[config.mk]
export PLATFORM = sky130hd
export DESIGN_NAME = dest_calc_stream
export DESIGN_NICKNAME = d
export VERILOG_FILES = /design/src/rtl/filter_pkg.sv /design/src/rtl/mac_shift_reg.sv /design/src/rtl/dest_calc_stream.sv
export SDC_FILE = /design/constraint.sdc
export NUM_CORES = 1
export LEC_CHECK = 0
export ABC_AREA = 1
export BUFFER_PORTS_ARGS = -buffer_cell sky130_fd_sc_hd__buf_2
export CAP_MARGIN = 15
export CELL_PAD_IN_SITES_DETAIL_PLACEMENT = 0
export CELL_PAD_IN_SITES_GLOBAL_PLACEMENT = 1
export CORE_MARGIN = 3
export CORE_UTILIZATION = 30
export DETAILED_ROUTE_END_ITERATION = 16
export HOLD_SLACK_MARGIN = 0.02
export PLACE_DENSITY_LB_ADDON = 0.1
export SYNTH_ARGS = -nofsm -noshare
export SYNTH_HDL_FRONTEND = slang
export SYNTH_SLANG_ARGS = --single-unit
[constraint.sdc]
create_clock -name clk -period 1.42 [get_ports clk]
set_input_delay 0.142 -clock clk [delete_from_list [all_inputs] [get_ports clk]]
set_output_delay 0.142 -clock clk [all_outputs]
set_load 0.005 [all_outputs]
[src/rtl/filter_pkg.sv]
// Shared definitions for the packet filter ingress path.
//   DEST_USER_INVALID / DEST_USER_BCAST : bit positions inside a destination record's user field
//   dest_calc_state_e                    : header/body tracking state of the destination extractor
//   dest_rec_t                           : destination record {port, user}, sized for the largest
//                                          supported port count so every instance can share it
//   port_width()                         : index width for a given port count (never below 1)
package filter_pkg;

    localparam int unsigned DEST_USER_INVALID = 0;
    localparam int unsigned DEST_USER_BCAST   = 1;

    localparam int unsigned DEST_MAX_PORTS  = 256;
    localparam int unsigned DEST_MAX_PORT_W = $clog2(DEST_MAX_PORTS);

    typedef enum logic [0:0] {
        HDR  = 1'b0,
        BODY = 1'b1
    } dest_calc_state_e;

    typedef struct packed {
        logic [DEST_MAX_PORT_W-1:0] port;
        logic [1:0]                 user;
    } dest_rec_t;

    function automatic int unsigned port_width(input int unsigned num_ports);
        return (num_ports > 1) ? $clog2(num_ports) : 1;
    endfunction

endpackage

[src/rtl/mac_shift_reg.sv]
// Destination-MAC gather register.
//   clk, reset_n : clock, asynchronous active-low reset (clears the register)
//   clear        : synchronous clear, wins over shift_en
//   shift_en     : shift din in as the newest (least significant) beat
//   din          : incoming beat
//   mac_full     : MAC as it stands once din is shifted in; valid as the complete MAC on the
//                  cycle the final header beat is presented, so a record can be formed without
//                  waiting a cycle for the register to update
module mac_shift_reg #(
    parameter int unsigned DATA_W    = 16,
    parameter int unsigned NUM_BEATS = 3
) (
    input  logic                        clk,
    input  logic                        reset_n,
    input  logic                        clear,
    input  logic                        shift_en,
    input  logic [DATA_W-1:0]           din,
    output logic [DATA_W*NUM_BEATS-1:0] mac_full
);

    localparam int unsigned MAC_W = DATA_W * NUM_BEATS;

    if (NUM_BEATS > 1) begin : g_shift
        logic [MAC_W-1:0] mac_q;
        logic             unused_oldest_beat;

        always_ff @(posedge clk or negedge reset_n) begin
            if (!reset_n) begin
                mac_q <= '0;
            end else if (clear) begin
                mac_q <= '0;
            end else if (shift_en) begin
                mac_q <= mac_full;
            end
        end

        assign mac_full = {mac_q[MAC_W-DATA_W-1:0], din};
        // The oldest beat is shifted out before it is ever needed.
        assign unused_oldest_beat = ^mac_q[MAC_W-1 -: DATA_W];
    end else begin : g_single
        logic unused_ctrl;

        assign mac_full    = din;
        assign unused_ctrl = ^{clk, reset_n, clear, shift_en};
    end

endmodule

[src/rtl/dest_calc_stream.sv]
// Destination-port extractor: taps the ingress packet stream (no back-pressure), gathers the
// destination MAC from the first NUM_BEATS beats of each frame and emits one registered record
// per frame on a valid/ready channel.
//   clk, reset_n          : clock, asynchronous active-low reset
//   pkt_tvalid/tdata/tlast: observed ingress stream, MAC most-significant beat first
//   dest_tvalid/tready    : record handshake toward the switch arbiter
//   dest_tdata            : egress port index
//   dest_tuser            : bit0 invalid, bit1 broadcast
//   runt_err              : pulse, frame ended inside the header
//   ovf_err               : pulse, record dropped because the output register was still occupied
// Build option: define DEST_CALC_BCAST_EN to report an all-ones MAC as broadcast (port 0);
// otherwise it is reported invalid with the port taken from its low bits.
module dest_calc_stream
    import filter_pkg::*;
#(
    parameter int unsigned DATA_W    = 16,
    parameter int unsigned MAC_BITS  = 48,
    parameter int unsigned NUM_PORTS = 4,
    localparam int unsigned PORT_W   = port_width(NUM_PORTS)
) (
    input  logic              clk,
    input  logic              reset_n,
    input  logic              pkt_tvalid,
    input  logic [DATA_W-1:0] pkt_tdata,
    input  logic              pkt_tlast,
    output logic              dest_tvalid,
    input  logic              dest_tready,
    output logic [PORT_W-1:0] dest_tdata,
    output logic [1:0]        dest_tuser,
    output logic              runt_err,
    output logic              ovf_err
);

    localparam int unsigned NUM_BEATS = MAC_BITS / DATA_W;
    localparam int unsigned CNT_W     = (NUM_BEATS > 1) ? $clog2(NUM_BEATS) : 1;
    localparam logic [CNT_W-1:0] LAST_BEAT = CNT_W'(NUM_BEATS - 1);

    dest_calc_state_e state_q, state_d;
    logic [CNT_W-1:0] cnt_q, cnt_d;
    logic             shift_en, mac_clear, rec_done, runt_d;
    logic             runt_q, ovf_q, ovf_d;
    logic             valid_q, valid_d;
    dest_rec_t        rec_q, rec_d, rec_new;
    logic [MAC_BITS-1:0] full_mac;
    logic [PORT_W-1:0]   port_raw;
    logic             unused_bits;

    mac_shift_reg #(
        .DATA_W    (DATA_W),
        .NUM_BEATS (NUM_BEATS)
    ) u_mac (
        .clk      (clk),
        .reset_n  (reset_n),
        .clear    (mac_clear),
        .shift_en (shift_en),
        .din      (pkt_tdata),
        .mac_full (full_mac)
    );

    // Header/body tracking; gaps (pkt_tvalid=0) leave everything frozen.
    always_comb begin
        state_d   = state_q;
        cnt_d     = cnt_q;
        shift_en  = 1'b0;
        mac_clear = 1'b0;
        rec_done  = 1'b0;
        runt_d    = 1'b0;
        unique case (state_q)
            HDR: begin
                if (pkt_tvalid) begin
                    if (cnt_q == LAST_BEAT) begin
                        shift_en = 1'b1;
                        rec_done = 1'b1;
                        cnt_d    = '0;
                        // A header-only frame ends here and the next beat starts a new MAC.
                        state_d  = pkt_tlast ? HDR : BODY;
                    end else if (pkt_tlast) begin
                        runt_d    = 1'b1;
                        mac_clear = 1'b1;
                        cnt_d     = '0;
                    end else begin
                        shift_en = 1'b1;
                        cnt_d    = cnt_q + 1'b1;
                    end
                end
            end
            BODY: begin
                if (pkt_tvalid && pkt_tlast) begin
                    state_d = HDR;
                    cnt_d   = '0;
                end
            end
            default: state_d = HDR;
        endcase
    end

    // Record decode from the MAC completed by the current beat.
    assign port_raw = full_mac[PORT_W-1:0];

    always_comb begin
        rec_new      = '0;
        rec_new.port = DEST_MAX_PORT_W'(port_raw);
        rec_new.user[DEST_USER_INVALID] = (full_mac[MAC_BITS-1 -: 2] == 2'b11) ||
                                          (32'(port_raw) >= NUM_PORTS);
`ifdef DEST_CALC_BCAST_EN
        if (&full_mac) begin
            rec_new.port                  = '0;
            rec_new.user                  = '0;
            rec_new.user[DEST_USER_BCAST] = 1'b1;
        end
`endif
    end

    // Single-entry output register; a new record never displaces an unaccepted one.
    always_comb begin
        valid_d = valid_q;
        rec_d   = rec_q;
        ovf_d   = 1'b0;
        if (rec_done && (!valid_q || dest_tready)) begin
            valid_d = 1'b1;
            rec_d   = rec_new;
        end else if (rec_done) begin
            ovf_d = 1'b1;
        end else if (valid_q && dest_tready) begin
            valid_d = 1'b0;
        end
    end

    always_ff @(posedge clk or negedge reset_n) begin
        if (!reset_n) begin
            state_q <= HDR;
            cnt_q   <= '0;
            valid_q <= 1'b0;
            rec_q   <= '0;
            runt_q  <= 1'b0;
            ovf_q   <= 1'b0;
        end else begin
            state_q <= state_d;
            cnt_q   <= cnt_d;
            valid_q <= valid_d;
            rec_q   <= rec_d;
            runt_q  <= runt_d;
            ovf_q   <= ovf_d;
        end
    end

    assign dest_tvalid = valid_q;
    assign dest_tdata  = rec_q.port[PORT_W-1:0];
    assign dest_tuser  = rec_q.user;
    assign runt_err    = runt_q;
    assign ovf_err     = ovf_q;

    // Middle MAC bits matter only to the broadcast test; upper port bits are always zero here.
    assign unused_bits = ^{full_mac, rec_q.port};

endmodule

Word level (Yosys, flattened, before mapping)
Cells that the tools add are included.

operators by class
  equality and inequality tests = 5
  reductions and logical operators = 9
  bitwise logic cells = 1
  muxes and demuxes = 27
  add/subtract/negate cells = 1

operators with widths
  kind                                                    number
  two-way mux 32 bit                                      2
  two-way mux 1 bit                                       19
  two-way mux 2 bit                                       4
  == test 2 bit (second input constant)                   2
  inequality test 2 x 1 -> 1 bit (second input constant)  2
  one-hot mux 2 bit (2 select lines)                      1
  AND reduction 2 bit                                     2
  nonzero test 2 bit                                      2
  logical AND 1 bit                                       3
  adder 2 x 1 -> 2 bit (second input constant)            1
  inequality test 2 bit (second input constant)           1
  one-hot mux 1 bit (2 select lines)                      1
  logical NOT 1 bit                                       1
  logical OR 1 bit                                        1
  NOT 1 bit                                               1

word-level totals
  output and inout port bits = 7
  input port bits = 21
  bits in registers = 41
  word-level logic and storage cells = 51

Logic depth before layout (Yosys ltp)
Gate-level depths: netlist of the first run.

  word-level depth = 7
  depth in mapped cells = 7
  depth with buffers taken out = 7

By module
Synthesis of the first run repeated with hierarchy kept, for this count alone.

second synthesis, totals
  cells, all modules = 207
  area, all modules = 1916.8 sq um

by module, submodules not included
  module            seq. area each (sq um)  cells an instance  area each (sq um)  instances
  mac_shift_reg     800.8                   156                1470.2             1
  dest_calc_stream  225.2                   51                 446.7              1

Worst setup path after synthesis of the first run
No wires, ideal clock.

  path kind = reg-to-reg
  start = register cnt_q[0]
  end = register rec_q, in the netlist dest_tdata[0]
  cell stages (with the launch flop) = 8
  path slack = 369 ps
  required time = 1303 ps
  library setup time = 117 ps
  path buffers = 0
  arrival time = 935 ps
  cell sequence = dfrtp_1 > inv_1 > ha_1 > nand2_2 > nor2_4 > nand2_2 > nand2_1 > nand2_1

between the ends
  longest elaborated chain between the ends = 5

RTL lines
  what                    RTL line                 text
  start, declared         dest_calc_stream.sv:39   logic [CNT_W-1:0] cnt_q, cnt_d;
  start signal, assigned  dest_calc_stream.sv:139  cnt_q <= cnt_d;
  == test 2 bit           dest_calc_stream.sv:71   if (cnt_q == LAST_BEAT) begin
  two-way mux 1 bit       dest_calc_stream.sv:71
  two-way mux 1 bit       dest_calc_stream.sv:70   if (pkt_tvalid) begin
  two-way mux 1 bit       dest_calc_stream.sv:68   unique case (state_q)
  logical AND 1 bit       dest_calc_stream.sv:119  if (rec_done && (!valid_q || dest_tready)) begin
  end signal, assigned    dest_calc_stream.sv:141  rec_q <= rec_d;
  end, declared           dest_calc_stream.sv:43   dest_rec_t rec_q, rec_d, rec_new;

No other way between the ends.
A chain may end at the register's enable or synchronous reset.

Final worst setup path of the first run
  start = register cnt_q[0]
  end = register rec_q, in the netlist dest_tuser[0]

Same word-level chain as after synthesis.

==> results.ini, run 1 <==
[sta]
min_period_ns=1.18
rsz0062_at_grt=false
fin_skew_ns=0.00305
hold_viol=0
setup_viol=0
fin_setup_tns_ns=0
drv_slew=0
fin_hold_ws_ns=0.0897
min_period_over_period=0.829
fmax_mhz=850

[route]
finalWirelength_um=1060
via_count=455
drt_iter0_drc=6
via_per_inst=4.17
drt-pass1-iter-count=4
drc=0
ant_nets=0
wl_per_cell_um=9.68

[synthesis]
synth-adder-area-share=0.0216
ys_top_cells_by_area=dfrtp_1 56%, nand2_1 15%, nand3_1 6.1%
synth.top_cell.area_share=0.563
ys_seq_elements=13
ys_types=15
synthSimpleGateAreaFrac=0.307
async_flop_share=1.00
synth-compound-area-share=0.0238
synth.most_common_cell=nand2_1
synth_top_area_cell=dfrtp_1
synth_top_family_by_area=simple AND/OR/NAND/NOR gates
avgSynthCellArea_um2=8.76
synth.area.mux_share=0
syn_inst=66
synth_ff_type=dfrtp_1
syn_area_um2=578
synth_edf_count=0
synth_commonest_cells=23 x nand2_1, 13 x dfrtp_1, 7 x inv_1, 7 x nand3_1, 3 x inv_2
ys_seq_area_frac=0.563
synth_xor_area_frac=0
yosysWarnings=0
synth_nets=88

[global_routing]
grt_usage=0.102
grt_pass1_vias=433
grt_overflow_total=0
grt_max_degree=14
grt_pass1_wl_um=1880
antenna_found_initial=0

[floorplanning]
coreArea_mm2=0.00176
start_util=0.328
die_w_um=49.9
die_area_mm2=0.00249
num_io_pins=28
rows=15
die_y_um=49.9

[outcome]
status=finished, final reports clean

[power_and_ir_drop]
power.density_mw_per_mm2=1600
power.share.clock=0.200
p_leak_nw=0.423
internal_power_mw=0.736
peakVddDrop_mv=0.589
swShare=0.349
power.net_switching_mw=0.395
share_comb_of_total_power=0.301
p_seq_frac=0.500

[clock_tree]
clk_latency_ns=0.27
cts_tree=done
h-tree-depth=1
cts.path.max_buffers=2
clkSlewWorstSetupHoldPaths_ns=0.08
cts.sinks=13
cts-buffers-inserted=3
cts_setup_buffers=0
cts_root_buf=clkbuf_4

[setup_path]
r2r_slack_ns=0.24
r2r_start=cnt_q[0]$_DFFE_PN0P_
critPathArrivalTime_ns=1.35
crit_type=reg -> reg
r2r_end=dest_tuser[0]$_DFFE_PN0P_
startpoint_type=flop
r2r_cells=7
required_ns=1.59
cp_max_fo=4
cp-end-kind=flop

[run]
drv_cap=0

[min_path]
min_from=pkt_tdata[15]
hold_path_class=in -> reg
hold_path_depth=3
whs_endpoint=u_mac.g_shift.mac_q[15]$_DFFE_PN0P_

[place]
finalWeightedCongestion=0.706
portBuffers=14
hpwl_um=794

[final_layout]
nets=107
drive_above_1_share=0.298
final.fill_count=210
diodes=0
area_growth_pct=22.5

-- power groups by stage --
| stage | combinational [mW] | clock [mW] | sequential, mW |
|---|---|---|---|
| after global placement | 0.341 | 0 | 0.572 |
| final | 0.340 | 0.226 | 0.566 |
| after floorplan | 0.230 | 0 | 0.573 |
| after detailed placement | 0.346 | 0 | 0.575 |
| after global routing | 0.408 | 0.258 | 0.587 |
| after CTS | 0.349 | 0.240 | 0.568 |
-- flip-flops by register name, indices dropped and copies added (netlist names) --
register             flops
cnt_q                    2
dest_tdata               2
dest_tuser               1
dest_tvalid              1
ovf_err                  1
runt_err                 1
state_q                  1
u_mac.g_shift.mac_q      4
-- cell families after synthesis --
kind of cell               count (synthesis)
and+or+nand+nor                           38
other                                      1
AOI/OAI and AO/OA                          2
buffers and inverters                     11
DFF                                       13
adders and majority gates                  1
-- layout by cell type, fill, tap and decap left out --
master         count
o21ai_0            1
nor2_4             2
conb_1             1
buf_2             14
nand2_2            2
ha_1               1
inv_2              3
nand3_1            7
o21ai_2            1
clkbuf_1           1
dfrtp_1           13
clkbuf_4           3
nand2_1           23
inv_1              7
nor3_1             1
nor2_1             1
nand4_1            2
dlygate4sd3_1      1
-- repair_timing --
action	in CTS	in global routing
hold endpoints to repair	13	0
gates resized for setup	0	0
hold buffers	1	0
-- stage by stage --
stage                     worst slack [ns]   util  instances  power (mW)  instance area (um2)
after CTS                            0.230  0.401        109        1.16                  708
final                                0.243  0.401        109        1.13                  708
after global placement               0.251  0.381        104       0.913                  672
after detailed placement             0.246  0.381        104       0.921                  672
after global routing                 0.106  0.401        109        1.25                  708
after floorplan                      0.369      -         66       0.802                  578
-- routing by layer --
metal  GRT usage  routed length [um]  share of wire  vias up
li1            -                   -              -      235
met2       0.137                 454           0.43       17
met4      0.0691                  27          0.026        0
met5           0                   0              0        -
met3      0.0423                  63          0.060        3
met1       0.131                 509           0.48      200
-- worst max-delay path by stage --
| stage | from | cells after the start | to |
|---|---|---|---|
| 6_report | cnt_q[0]$_DFFE_PN0P_ | 7 | dest_tuser[0]$_DFFE_PN0P_ |
| 5_1_grt | cnt_q[0]$_DFFE_PN0P_ | 7 | dest_tdata[1]$_DFFE_PN0P_ |
| 4_1_cts | cnt_q[0]$_DFFE_PN0P_ | 7 | dest_tuser[0]$_DFFE_PN0P_ |
| 3_5_place_dp | cnt_q[0]$_DFFE_PN0P_ | 7 | dest_tuser[0]$_DFFE_PN0P_ |
| 3_3_place_gp | cnt_q[0]$_DFFE_PN0P_ | 7 | dest_tuser[0]$_DFFE_PN0P_ |
| 2_1_floorplan | cnt_q[0]$_DFFE_PN0P_ | 7 | dest_tdata[0]$_DFFE_PN0P_ |
-- area by class of cell --
| cell class | count | area (um2) | share of cell area |
|---|---|---|---|
| clock buffer | 4 | 26.3 | 0.0371 |
| inverter | 10 | 37.5 | 0.0530 |
| multi-input combinational | 42 | 208 | 0.293 |
| sequential | 13 | 325 | 0.459 |
| tap | 25 | 31.3 | 0.0442 |
| timing repair buffer | 15 | 80.1 | 0.113 |
-- critical path, cell delays in order (launching register included) --
cell	delay, ns
dfrtp_1	0.38
inv_1	0.08
ha_1	0.18
nand2_2	0.09
nor2_4	0.13
nand2_2	0.09
nand2_1	0.07
nand2_1	0.04
(Power assumes the default switching activity.)
==> inputs of run 2 (changes only) <==
- clock period: 1.42 -> 1.2 ns (I/O delays scaled with it)
==> run 2 against run 1 <==
Effect of this change:
- fmax rose by 3.7%
- first-iteration DRC count rose by 17%
- largest cell class unchanged
- critical endpoint is now dest_tdata[0]$_DFFE_PN0P_
- clock power rose by 18%
- flip-flop and latch count did not move
==> results.ini, run 2 (synthesis results as in run 1) <==
[setup_path]
crit_type=reg -> reg
critPathArrivalTime_ns=1.35
crit_slowest_cell=dfrtp_1
cp_max_fo=4
required_ns=1.42
cp-end-kind=flop
crit_chain=inv_2, ha_4, nand2_4, nor2_4, buf_6, nand3_1, nand2_1
cp_slowest_stage_delay_ns=0.39
startpoint_type=flop

[floorplanning]
rows=15
die_area_mm2=0.00249
die_y_um=49.9
num_io_pins=28
start_util=0.328
die_w_um=49.9
coreArea_mm2=0.00176

[place]
hpwl_um=794
placed_area_um2=672
portBuffers=14
finalWeightedCongestion=0.706

[clock_tree]
cts.sinks=13
clkSlewWorstSetupHoldPaths_ns=0.08
cts-buffers-inserted=3
cts_root_buf=clkbuf_4
cts_tree=done
cts.path.max_buffers=2
h-tree-depth=1
clk_latency_ns=0.27

[power_and_ir_drop]
finalPower_mw=1.43
peakVddDrop_mv=0.763
power.density_mw_per_mm2=1910
power.net_switching_mw=0.502
swShare=0.351
p_seq_frac=0.477
power.share.clock=0.187
share_comb_of_total_power=0.336
internal_power_mw=0.926
p_leak_nw=0.442

[min_path]
hold_path_class=in -> reg

[sta]
min_period_ns=1.14
fmax_mhz=881
fin_hold_ws_ns=0.0699
setup_viol=0
hold_viol=0
min_period_over_period=0.946
rsz0062_at_grt=true
fin_skew_ns=0.00394
drv_slew=0

[final_layout]
nets=109
final.fill_count=206
largest_reg_flops=4
fin_util=0.425
seq_area_um2=325
final_cell_mix=23 x nand2_1, 14 x buf_2, 13 x dfrtp_1
regMostFlops=u_mac.g_shift.mac_q
diodes=0
layout_commonest_cell=nand2_1
multi_input_area_um2=230
area_growth_pct=29.7
drive_above_1_share=0.337
final_area_um2=749

[global_routing]
grt_overflow_total=0
grt_usage=0.102
grt_pass1_wl_um=1880
antenna_found_initial=0
grt_pass1_vias=433
grt_max_degree=14

[route]
drt_iter0_drc=7
ant_nets=0
via_per_inst=4.14
drc=0
finalWirelength_um=1080
via_count=460
drt-pass1-iter-count=4
wl_per_cell_um=9.72

[outcome]
status=finished, final reports clean

[run]
drv_cap=0

-- run 2: metrics by stage --
step / std cells / TNS, ns / setup slack, ns
floorplan: 66 / 0 / 0.149
global placement: 104 / 0 / 0.0309
detailed placement: 104 / 0 / 0.0264
CTS: 109 / 0 / 0.00986
global route: 111 / -0.0567 / -0.0224
finish: 111 / 0 / 0.0648
-- run 2: worst paths after layout --
| kind | from | to | slack [ns] | cells past startpoint |
|---|---|---|---|---|
| hold / removal | pkt_tdata[15] | u_mac.g_shift.mac_q[15]$_DFFE_PN0P_ | 0.07 | 3 |
| hold reg to reg | dest_tdata[1]$_DFFE_PN0P_ | dest_tdata[1]$_DFFE_PN0P_ | 0.47 | 2 |
| min in group asynchronous | reset_n | dest_tvalid$_DFFE_PN0P_ | 0.26 | 2 |
| max in group asynchronous | reset_n | u_mac.g_shift.mac_q[15]$_DFFE_PN0P_ | 0.71 | 2 |
| setup / recovery | cnt_q[0]$_DFFE_PN0P_ | dest_tdata[0]$_DFFE_PN0P_ | 0.06 | 7 |
| setup reg to reg | cnt_q[0]$_DFFE_PN0P_ | dest_tdata[0]$_DFFE_PN0P_ | 0.06 | 7 |
-- run 2: repair_timing --
action | 4_1_cts | 5_1_grt
hold buffers | 1 | 0
resized for setup | 0 | 6
setup endpoints to repair | 0 | 8
hold endpoints to repair | 13 | 0
buffers inserted | 0 | 2
-- run 2: final cells by class --
type / count / area share
clock buffers: 4 / 0.0351
inverters: 10 / 0.0501
multi-input cells: 42 / 0.307
flip-flops and latches: 13 / 0.434
well taps: 25 / 0.0417
repair buffers: 17 / 0.132
-- run 2: routing by layer --
layer | wire (um) | GRT usage | up-vias
met4 | 37 | 0.0691 | 0
met2 | 460 | 0.137 | 18
li1 | - | - | 241
met5 | 0 | 0 | -
met1 | 515 | 0.131 | 196
met3 | 65 | 0.0423 | 5
-- run 2: critical path: cells and delay by family (launching register included) --
family,cells,cell delay (ns)
fa+ha+maj,1,0.14
buf+inv,2,0.19
simple gates,4,0.36
flops,1,0.39
-- run 2: power groups by stage --
| stage | registers (mW) | clock network [mW] | logic [mW] |
|---|---|---|---|
| floorplan | 0.678 | 0 | 0.272 |
| global placement | 0.677 | 0 | 0.403 |
| detailed placement | 0.681 | 0 | 0.409 |
| CTS | 0.672 | 0.284 | 0.413 |
| global route | 0.705 | 0.305 | 0.567 |
| finish | 0.682 | 0.266 | 0.480 |
==> inputs of run 3 (changes only) <==
- SETUP_SLACK_MARGIN: not set -> 0.5
==> run 3 against run 2 <==
Effect of this change:
- combinational power is 13% higher
- die area unchanged
- cell area up 5.3%
- sequential share of layout area decreased by 2.0 points
- sequential power up 1%
- largest cell class unchanged
==> results.ini, run 3 (synthesis results as in run 1) <==
[sta]
fin_skew_ns=0.00116
setup_viol=0
drv_slew=0
rsz0062_at_grt=true
min_period_ns=1.10
hold_viol=0
fmax_mhz=907
min_period_over_period=0.919
fin_setup_tns_ns=0

[setup_path]
crit_slowest_cell=dfrtp_1
crit_type=reg -> reg
critPathBufInv=1
crit_top_cell=nand2_1
crit_chain=inv_2, ha_4, nand2_4, nor2_4, nand2_2, nand2_1, nand2_1
required_ns=1.37
crit_family=flip-flops
cp-end-kind=flop
startpoint_type=flop
critPathArrivalTime_ns=1.27
cp_max_fo=4
r2r_cells=7
cp_slowest_stage_delay_ns=0.39
crit_cells=7

[clock_tree]
cts.sinks=13
clk_latency_ns=0.27
cts_tree=done
cts_root_buf=clkbuf_4
clkSlewWorstSetupHoldPaths_ns=0.08
h-tree-depth=1
cts-buffers-inserted=3
cts.path.max_buffers=2

[final_layout]
regMostFlops=u_mac.g_shift.mac_q
nets=111
final_cell_mix=22 x nand2_1, 14 x buf_2, 12 x dfrtp_1
fin_util=0.448
drive_above_1_share=0.443
stdcell_count=113
area_growth_pct=36.6
layout_commonest_cell=nand2_1
diodes=0
largest_reg_flops=4

[power_and_ir_drop]
finalPower_mw=1.50
power.net_switching_mw=0.542
power.density_mw_per_mm2=1900
swShare=0.361
share_comb_of_total_power=0.360
p_seq_frac=0.460
peakVddDrop_mv=0.776
p_leak_nw=0.454
internal_power_mw=0.958
power.share.clock=0.180

[floorplanning]
num_io_pins=28
die_y_um=49.9
die_w_um=49.9
die_area_mm2=0.00249
rows=15
coreArea_mm2=0.00176
start_util=0.328

[min_path]
hold_path_class=in -> reg
hold_path_depth=3

[route]
via_per_inst=4.26
drt-pass1-iter-count=4
wl_per_cell_um=10.0
drc=0
via_count=481
drt_iter0_drc=7
ant_nets=0
finalWirelength_um=1130

[place]
finalWeightedCongestion=0.724
portBuffers=14
dpl.cell_count=104
hpwl_um=824

[run]
drv_cap=0

[global_routing]
antenna_found_initial=0
grt_max_degree=14
grt_overflow_total=0
grt_usage=0.0966
grt_pass1_vias=414
grt_pass1_wl_um=1790

[outcome]
status=finished, final reports clean

-- run 3: stage by stage --
| stage | hold slack (ns) | worst slack [ns] | cell area, um2 |
|---|---|---|---|
| 3_3_place_gp | 0.0265 | 0.0823 | 687 |
| 4_1_cts | 0.0607 | 0.0493 | 782 |
| 2_1_floorplan | -0.176 | 0.183 | 593 |
| 6_report | 0.0692 | 0.0976 | 790 |
| 3_5_place_dp | 0.0285 | 0.0576 | 687 |
| 5_1_grt | 0.0646 | 0.0259 | 790 |
-- run 3: repair_timing --
action                                  in CTS  in global routing
endpoints found under the hold margin       13                  0
endpoints found under the setup margin      19                 19
gates resized for setup                     11                  0
pin swaps                                    9                  3
hold buffers                                 1                  0
setup buffers                                3                  1
-- run 3: worst reg2reg max path, cell delays in order, from the launching register on --
cell     delay (ns)
dfrtp_1        0.39
inv_2          0.08
ha_4           0.14
nand2_4        0.05
nor2_4         0.12
nand2_2        0.09
nand2_1        0.07
nand2_1        0.05
-- run 3: worst paths after layout --
check / start / to / slack, ns
worst max-delay path: cnt_q[0]$_DFFE_PN0P_ / dest_tuser[0]$_DFFE_PN0P_ / 0.1
worst min-delay path: pkt_tdata[14] / u_mac.g_shift.mac_q[14]$_DFFE_PN0P_ / 0.07
worst max register to register: cnt_q[0]$_DFFE_PN0P_ / dest_tuser[0]$_DFFE_PN0P_ / 0.1
worst min register to register: dest_tdata[0]$_DFFE_PN0P_ / dest_tdata[0]$_DFFE_PN0P_ / 0.47
max in group asynchronous: reset_n / state_q$_DFF_PN0_ / 0.70
min in group asynchronous: reset_n / cnt_q[1]$_DFFE_PN0P_ / 0.26
-- run 3: final cells by class --
class                           count  area (um2)
Clock buffer                        4        26.3
Inverter                           10        40.0
Multi-Input combinational cell     42         255
Fill cell                         220         975
Tap cell                           25        31.3
Timing Repair Buffer               19         110
Sequential cell                    13         327
-- run 3: per-layer routing --
layer / vias up / wire length, um / track usage
met5: - / 0 / 0
met4: 0 / 12 / 0.0415
met3: 2 / 83 / 0.0302
met2: 18 / 509 / 0.145
met1: 215 / 526 / 0.127
li1: 246 / - / -
-- run 3: power groups by stage --
stage / Combinational, mW / Clock, mW / Sequential (mW)
final: 0.541 / 0.270 / 0.690
after global routing: 0.611 / 0.309 / 0.711
after CTS: 0.532 / 0.286 / 0.693
after detailed placement: 0.441 / 0 / 0.691
after global placement: 0.430 / 0 / 0.688
after floorplan: 0.298 / 0 / 0.687
